### src/rtl/sd_wb_pkg.sv
// ---------------------------------------------------------------------------
// sd_wb_pkg
// Shared constants for the SD host controller Wishbone slave front-end:
//   - address decode values (command/status vs. data)
//   - slave FSM state encodings
//   - bit positions of the fields in the status word returned on adr 0 reads
// ---------------------------------------------------------------------------
package sd_wb_pkg;

  localparam logic ADR_CMD  = 1'b0;
  localparam logic ADR_DATA = 1'b1;

  localparam logic [0:0] ST_IDLE = 1'b0;
  localparam logic [0:0] ST_ACK  = 1'b1;

  localparam int STAT_CMD_BIT      = 63;
  localparam int STAT_RSP_PEND_BIT = 62;
  localparam int STAT_RSP_LSB      = 0;

endpackage

### src/rtl/sd_wb_fifo.sv
// ---------------------------------------------------------------------------
// sd_wb_fifo
// Small synchronous FIFO used for the TX and RX data paths.
// Ports:
//   clock, reset : system clock, async active-high reset (empties the FIFO)
//   push, din    : write request and data (ignored while full)
//   pop          : read request (ignored while empty)
//   dout         : current head entry
//   full, empty  : registered status flags
// Pointers carry one extra wrap bit so full/empty are told apart by the MSB.
// ---------------------------------------------------------------------------
module sd_wb_fifo #(
  parameter int DEPTH = 4,
  parameter int WIDTH = 64
) (
  input  logic             clock,
  input  logic             reset,
  input  logic             push,
  input  logic             pop,
  input  logic [WIDTH-1:0] din,
  output logic [WIDTH-1:0] dout,
  output logic             full,
  output logic             empty
);

  localparam int AW = $clog2(DEPTH);

  logic [AW:0]      wr_ptr_q, wr_ptr_d;
  logic [AW:0]      rd_ptr_q, rd_ptr_d;
  logic [WIDTH-1:0] mem_q [DEPTH];
  logic             do_push;
  logic             do_pop;

  // Flags come straight from the registered pointers, so a pop in the same
  // cycle never makes room for a push into a full FIFO.
  always_comb begin
    empty    = (wr_ptr_q == rd_ptr_q);
    full     = (wr_ptr_q[AW] != rd_ptr_q[AW]) &&
               (wr_ptr_q[AW-1:0] == rd_ptr_q[AW-1:0]);
    do_push  = push && !full;
    do_pop   = pop && !empty;
    wr_ptr_d = wr_ptr_q + {{AW{1'b0}}, do_push};
    rd_ptr_d = rd_ptr_q + {{AW{1'b0}}, do_pop};
    dout     = mem_q[rd_ptr_q[AW-1:0]];
  end

  always_ff @(posedge clock or posedge reset) begin
    if (reset) begin
      wr_ptr_q <= '0;
      rd_ptr_q <= '0;
    end else begin
      wr_ptr_q <= wr_ptr_d;
      rd_ptr_q <= rd_ptr_d;
    end
  end

  // Storage needs no reset; entries are only visible once written.
  always_ff @(posedge clock) begin
    if (do_push) begin
      mem_q[wr_ptr_q[AW-1:0]] <= din;
    end
  end

endmodule

### src/rtl/wishbone_slave_sd.sv
// ---------------------------------------------------------------------------
// wishbone_slave_sd
// Wishbone slave front-end of the SD host controller.
// Ports:
//   clock, reset             : system clock, async active-high reset
//   strobe_i, we_i, adr_i    : Wishbone request (adr 0 = cmd/status, 1 = data)
//   wb_data_i / wb_data_o    : write data in / read data out (held after ack)
//   ack_o                    : one-cycle transfer acknowledge
//   cmd_valid_o, cmd_data_o,
//   cmd_ready_i              : latched command word toward the command engine
//   rsp_valid_i, rsp_data_i  : SD response capture
//   tx_valid_o, tx_data_o,
//   tx_ready_i               : TX FIFO head toward the SD data path
//   rx_valid_i, rx_data_i,
//   rx_ready_o               : RX FIFO input from the SD data path
// ---------------------------------------------------------------------------
module wishbone_slave_sd
  import sd_wb_pkg::*;
#(
  parameter int FIFO_DEPTH = 4,
  parameter int DATA_W     = 64,
  parameter int RSP_W      = 48
) (
  input  logic              clock,
  input  logic              reset,
  input  logic              strobe_i,
  input  logic              we_i,
  input  logic              adr_i,
  input  logic [DATA_W-1:0] wb_data_i,
  output logic              ack_o,
  output logic [DATA_W-1:0] wb_data_o,
  output logic              cmd_valid_o,
  output logic [DATA_W-1:0] cmd_data_o,
  input  logic              cmd_ready_i,
  input  logic              rsp_valid_i,
  input  logic [RSP_W-1:0]  rsp_data_i,
  output logic              tx_valid_o,
  output logic [DATA_W-1:0] tx_data_o,
  input  logic              tx_ready_i,
  input  logic              rx_valid_i,
  input  logic [DATA_W-1:0] rx_data_i,
  output logic              rx_ready_o
);

  logic [0:0]        state_q, state_d;
  logic [DATA_W-1:0] wb_data_q, wb_data_d;
  logic              cmd_valid_q, cmd_valid_d;
  logic [DATA_W-1:0] cmd_data_q, cmd_data_d;
  logic [RSP_W-1:0]  rsp_q, rsp_d;
  logic              rsp_pending_q, rsp_pending_d;

  logic              accept;
  logic [DATA_W-1:0] status_word;
  logic              tx_push, tx_pop, tx_full, tx_empty;
  logic              rx_push, rx_pop, rx_full, rx_empty;
  logic [DATA_W-1:0] rx_head;

  // A request is only evaluated in IDLE; if its resource is not ready the
  // slave simply stays in IDLE, which acts as a wait state for the master.
  always_comb begin
    accept = 1'b0;
    if (state_q == ST_IDLE && strobe_i) begin
      if (we_i) begin
        accept = (adr_i == ADR_CMD) ? !cmd_valid_q : !tx_full;
      end else begin
        accept = (adr_i == ADR_CMD) ? 1'b1 : !rx_empty;
      end
    end

    status_word                            = '0;
    status_word[STAT_CMD_BIT]              = cmd_valid_q;
    status_word[STAT_RSP_PEND_BIT]         = rsp_pending_q;
    status_word[STAT_RSP_LSB +: RSP_W]     = rsp_q;

    // ACK lasts exactly one cycle; acceptance only happens from IDLE.
    state_d = accept ? ST_ACK : ST_IDLE;

    wb_data_d = wb_data_q;
    if (accept && !we_i) begin
      wb_data_d = (adr_i == ADR_CMD) ? status_word : rx_head;
    end

    // The clear uses the registered valid, so a new command can only be
    // accepted on a later IDLE evaluation.
    cmd_valid_d = cmd_valid_q;
    cmd_data_d  = cmd_data_q;
    if (cmd_valid_q && cmd_ready_i) begin
      cmd_valid_d = 1'b0;
    end
    if (accept && we_i && adr_i == ADR_CMD) begin
      cmd_valid_d = 1'b1;
      cmd_data_d  = wb_data_i;
    end

    // A fresh response wins over the clear-on-read of the pending flag.
    rsp_d         = rsp_q;
    rsp_pending_d = rsp_pending_q;
    if (rsp_valid_i) begin
      rsp_d         = rsp_data_i;
      rsp_pending_d = 1'b1;
    end else if (accept && !we_i && adr_i == ADR_CMD) begin
      rsp_pending_d = 1'b0;
    end

    tx_push = accept && we_i && adr_i == ADR_DATA;
    tx_pop  = !tx_empty && tx_ready_i;
    rx_push = rx_valid_i && !rx_full;
    rx_pop  = accept && !we_i && adr_i == ADR_DATA;
  end

  always_ff @(posedge clock or posedge reset) begin
    if (reset) begin
      state_q       <= ST_IDLE;
      wb_data_q     <= '0;
      cmd_valid_q   <= 1'b0;
      cmd_data_q    <= '0;
      rsp_q         <= '0;
      rsp_pending_q <= 1'b0;
    end else begin
      state_q       <= state_d;
      wb_data_q     <= wb_data_d;
      cmd_valid_q   <= cmd_valid_d;
      cmd_data_q    <= cmd_data_d;
      rsp_q         <= rsp_d;
      rsp_pending_q <= rsp_pending_d;
    end
  end

  sd_wb_fifo #(.DEPTH(FIFO_DEPTH), .WIDTH(DATA_W)) u_tx_fifo (
    .clock (clock),
    .reset (reset),
    .push  (tx_push),
    .pop   (tx_pop),
    .din   (wb_data_i),
    .dout  (tx_data_o),
    .full  (tx_full),
    .empty (tx_empty)
  );

  sd_wb_fifo #(.DEPTH(FIFO_DEPTH), .WIDTH(DATA_W)) u_rx_fifo (
    .clock (clock),
    .reset (reset),
    .push  (rx_push),
    .pop   (rx_pop),
    .din   (rx_data_i),
    .dout  (rx_head),
    .full  (rx_full),
    .empty (rx_empty)
  );

  assign ack_o       = (state_q == ST_ACK);
  assign wb_data_o   = wb_data_q;
  assign cmd_valid_o = cmd_valid_q;
  assign cmd_data_o  = cmd_data_q;
  assign tx_valid_o  = !tx_empty;
  assign rx_ready_o  = !rx_full;

endmodule

### config.mk
export PLATFORM = sky130hd
export DESIGN_NAME = wishbone_slave_sd
export DESIGN_NICKNAME = d
export VERILOG_FILES = /design/src/rtl/sd_wb_pkg.sv /design/src/rtl/sd_wb_fifo.sv /design/src/rtl/wishbone_slave_sd.sv
export SDC_FILE = /design/constraint.sdc
export NUM_CORES = 1
export LEC_CHECK = 0
export ABC_AREA = 1
export BUFFER_PORTS_ARGS = -buffer_cell sky130_fd_sc_hd__buf_2
export CAP_MARGIN = 20
export CORE_UTILIZATION = 29
export CTS_BUF_LIST = sky130_fd_sc_hd__clkbuf_4
export CTS_CLUSTER_DIAMETER = 30
export DETAILED_ROUTE_END_ITERATION = 6
export GPL_TIMING_DRIVEN = 1
export HOLD_SLACK_MARGIN = 0.03
export PLACE_DENSITY_LB_ADDON = 0.15
export SYNTH_ARGS = -nofsm -noshare
export SYNTH_HDL_FRONTEND = slang
export SYNTH_SLANG_ARGS = --single-unit
export TNS_END_PERCENT = 30
### constraint.sdc
create_clock -name clock -period 7.1 [get_ports clock]
set_clock_uncertainty 0.05 [all_clocks]
set_input_delay 1.065 -clock clock [delete_from_list [all_inputs] [get_ports clock]]
set_output_delay 1.065 -clock clock [all_outputs]
set_load 0.03 [all_outputs]
==> flow_summary.ini <==
[routing]
drt-vias-per-instance = 4.50
num_vias = 20400
wl_per_cell_microns = 18.2
first_iter_violations = 1061
routed_wl_microns = 82500
drcViolationCount = 0
drt_first_pass_iters = 5
ant_nets = 0

[die]
initial_core_util_pct = 29.5
die-area_sq_um = 98200
rows = 113
die_y_microns = 313
dieWidth_microns = 313
io_pins = 381
core-area_sq_um = 95400

[grt]
grt_max_degree = 98
track_usage_pct = 16.6
grt_pass1_wl_microns = 123000
antenna_found_initial = 14
first_global_vias = 20400
overflow = 0

[timing]
setup_violations = 0
timing.slew.headroom_pct = 28.7
finalSetupTns_ns = 0
rsz0062_at_grt = no
max_freq_ghz = 0.205
finalCritPeriodShare_pct = 68.6
drv_slew = 0
period_minus_slack_ns = 4.87
holdWs_ns = 0.184
finalHoldViolations = 0
worst_pin_slew_ns = 1.07

[synth]
synth_ff_type = edfxtp_1
syn_area_sq_um = 28100
syn-num-nets = 2729
synth.avg_cell_area_sq_um = 11.1
yosysMostFrequentCell = nand2_1
ys_warn_count = 0
syn_inst = 2536
netlist.top_cell.by_area = edfxtp_1
synth.area.top_cells = edfxtp_1, dfrtp_1, nand2_1
synth_common_cells = nand2_1, edfxtp_1, inv_1, o21ai_0, dfrtp_1
synth_cell_type_count = 23
ys_seq_area_share_pct = 71.7
synthArstFlopShare_pct = 27.2
synth_top_area_share_pct = 54.7
synth-seq-cells = 703
synth_edf_count = 512

[cts]
cts_tree = done
worst_skew_pair.late_latency_ns = 1.06
cts_root_buf = clkbuf_4
htreeDepth = 4
cts_sinks = 703
clk_pin_slew_ns = 0.06
clockBufferDepth = 3
numCtsBuffers = 210

[setup_path]
cp-end-kind = output pin
crit_type = reg2out
cp.arrival_ns = 3.76
cp_max_fo = 78
start_kind = flip-flop
required_ns = 5.98

[outcome]
status = completed

[flow_run]
max_cap_violations = 0

[placement]
io_buffers = 380
gp_congestion = 0.741
dpl.hpwl_microns = 48700

[final_layout]
nets = 3277
syn_to_final_growth_pct = 23.8
drive_above_1_share_pct = 24.0

[power_and_ir_drop]
p_per_area_nw_per_um2 = 424
vdd_drop_max_v = 0.000185
leakage_uw = 0.0153

[worst_hold_path]
min_path_type = in2reg
## area by class of cell
class | instances | area (sq um)
diodes | 6 | 15.0
clock buffers | 307 | 2300
clock inverters | 88 | 544
fillers | 9680 | 60600
inverters | 263 | 1000
multi-input cells | 1423 | 6310
flip-flops and latches | 703 | 20200
well taps | 1265 | 1580
repair buffers | 483 | 2870
## cell families after synthesis
family,after synthesis,share of synthesized area (%)
AO/OA/AOI/OAI,292,5.48
XOR/XNOR,7,0.218
adder cells (fa/ha/maj),8,0.356
buffers and inverters,410,6.08
flip-flops,703,71.7
AND/OR/NAND/NOR,1116,16.2
## through the flow
| stage | worst slack, ns | util, % | cell area [sq um] | power (uW) | cells |
|---|---|---|---|---|---|
| 3_3_place_gp | 2.60 | 32.7 | 31200 | 10800 | 4062 |
| 5_1_grt | 1.86 | 36.5 | 34800 | 15700 | 4536 |
| 4_1_cts | 1.98 | 36.4 | 34800 | 15000 | 4530 |
| 2_1_floorplan | 0.786 | - | 28100 | 9060 | 2536 |
| 3_5_place_dp | 2.64 | 32.7 | 31200 | 10900 | 4062 |
| 6_report | 2.23 | 36.5 | 34800 | 14800 | 4538 |
## flip-flops by register name, summed over array words and instances (netlist names)
name                flops
cmd_data_o             64
u_rx_fifo.mem_q       256
u_rx_fifo.wr_ptr_q      3
u_tx_fifo.mem_q       256
rsp_q                  48
cmd_valid_o             1
u_tx_fifo.rd_ptr_q      3
wb_data_o              64
u_rx_fifo.rd_ptr_q      3
ack_o                   1
rsp_pending_q           1
u_tx_fifo.wr_ptr_q      3
## layer usage
metal  vias to the layer above  global-route usage (%)  share of wire, %
li1                       9734                       -                 -
met1                      9888                    20.5                42
met2                       632                    27.0                48
met3                       169                    5.34               7.5
met4                        20                    6.45               2.4
met5                         -                       0              0.14
## critical path, stage by stage, from the launching register on
cell and delay, ns:
dfrtp_4 0.66, inv_4 0.47, buf_4 0.73, o21ai_0 0.19
o22ai_1 0.29, buf_2 0.26
## path summary, 6_finish.rpt
| path | depth (start not counted) | endpoint | startpoint | slack [ns] |
|---|---|---|---|---|
| max in group asynchronous | 4 | cmd_data_o[58]$_DFFE_PP0P_ | reset | 5.04 |
| worst max register to register | 11 | u_rx_fifo.rd_ptr_q[2]$_DFF_PP0_ | u_tx_fifo.rd_ptr_q[0]$_DFF_PP0_ | 3.09 |
| worst max-delay path | 5 | tx_data_o[51] | u_tx_fifo.rd_ptr_q[0]$_DFF_PP0_ | 2.23 |
| worst min-delay path | 3 | rsp_q[5]$_DFFE_PP0P_ | rsp_data_i[5] | 0.18 |
| worst min register to register | 2 | wb_data_o[13]$_DFFE_PP0N_ | wb_data_o[13]$_DFFE_PP0N_ | 0.42 |
| min in group asynchronous | 3 | rsp_q[29]$_DFFE_PP0P_ | reset | 0.65 |
## power breakdown
| part | switching (uW) | internal (uW) | total (uW) |
|---|---|---|---|
| Clock | 1790 | 2210 | 4010 |
| Sequential | 479 | 5250 | 5730 |
| Combinational | 3720 | 1290 | 5020 |
## placed cells by master (no fill, tap or decap), types with 4 or more instances in the layout
| cell type | instances |
|---|---|
| dlygate4sd3_1 | 73 |
| clkinv_1 | 45 |
| clkbuf_4 | 307 |
| nor3_2 | 4 |
| nor2_1 | 150 |
| diode_2 | 6 |
| dfrtp_1 | 187 |
| nand2_1 | 756 |
| nand3_1 | 128 |
| nand4_1 | 71 |
| edfxtp_1 | 512 |
| xor2_1 | 4 |
| bufinv_16 | 6 |
| nor2_4 | 5 |
| inv_1 | 255 |
| ha_1 | 8 |
| clkinv_2 | 27 |
| o22ai_1 | 64 |
| buf_4 | 31 |
| buf_2 | 378 |
| inv_2 | 10 |
| o21ai_0 | 227 |
## timing repair
item,4_1_cts,5_1_grt
hold endpoints to repair,285,0
resized for setup,0,0
hold buffers,73,0
buffers inserted,0,0
(Power assumes the default switching activity.)
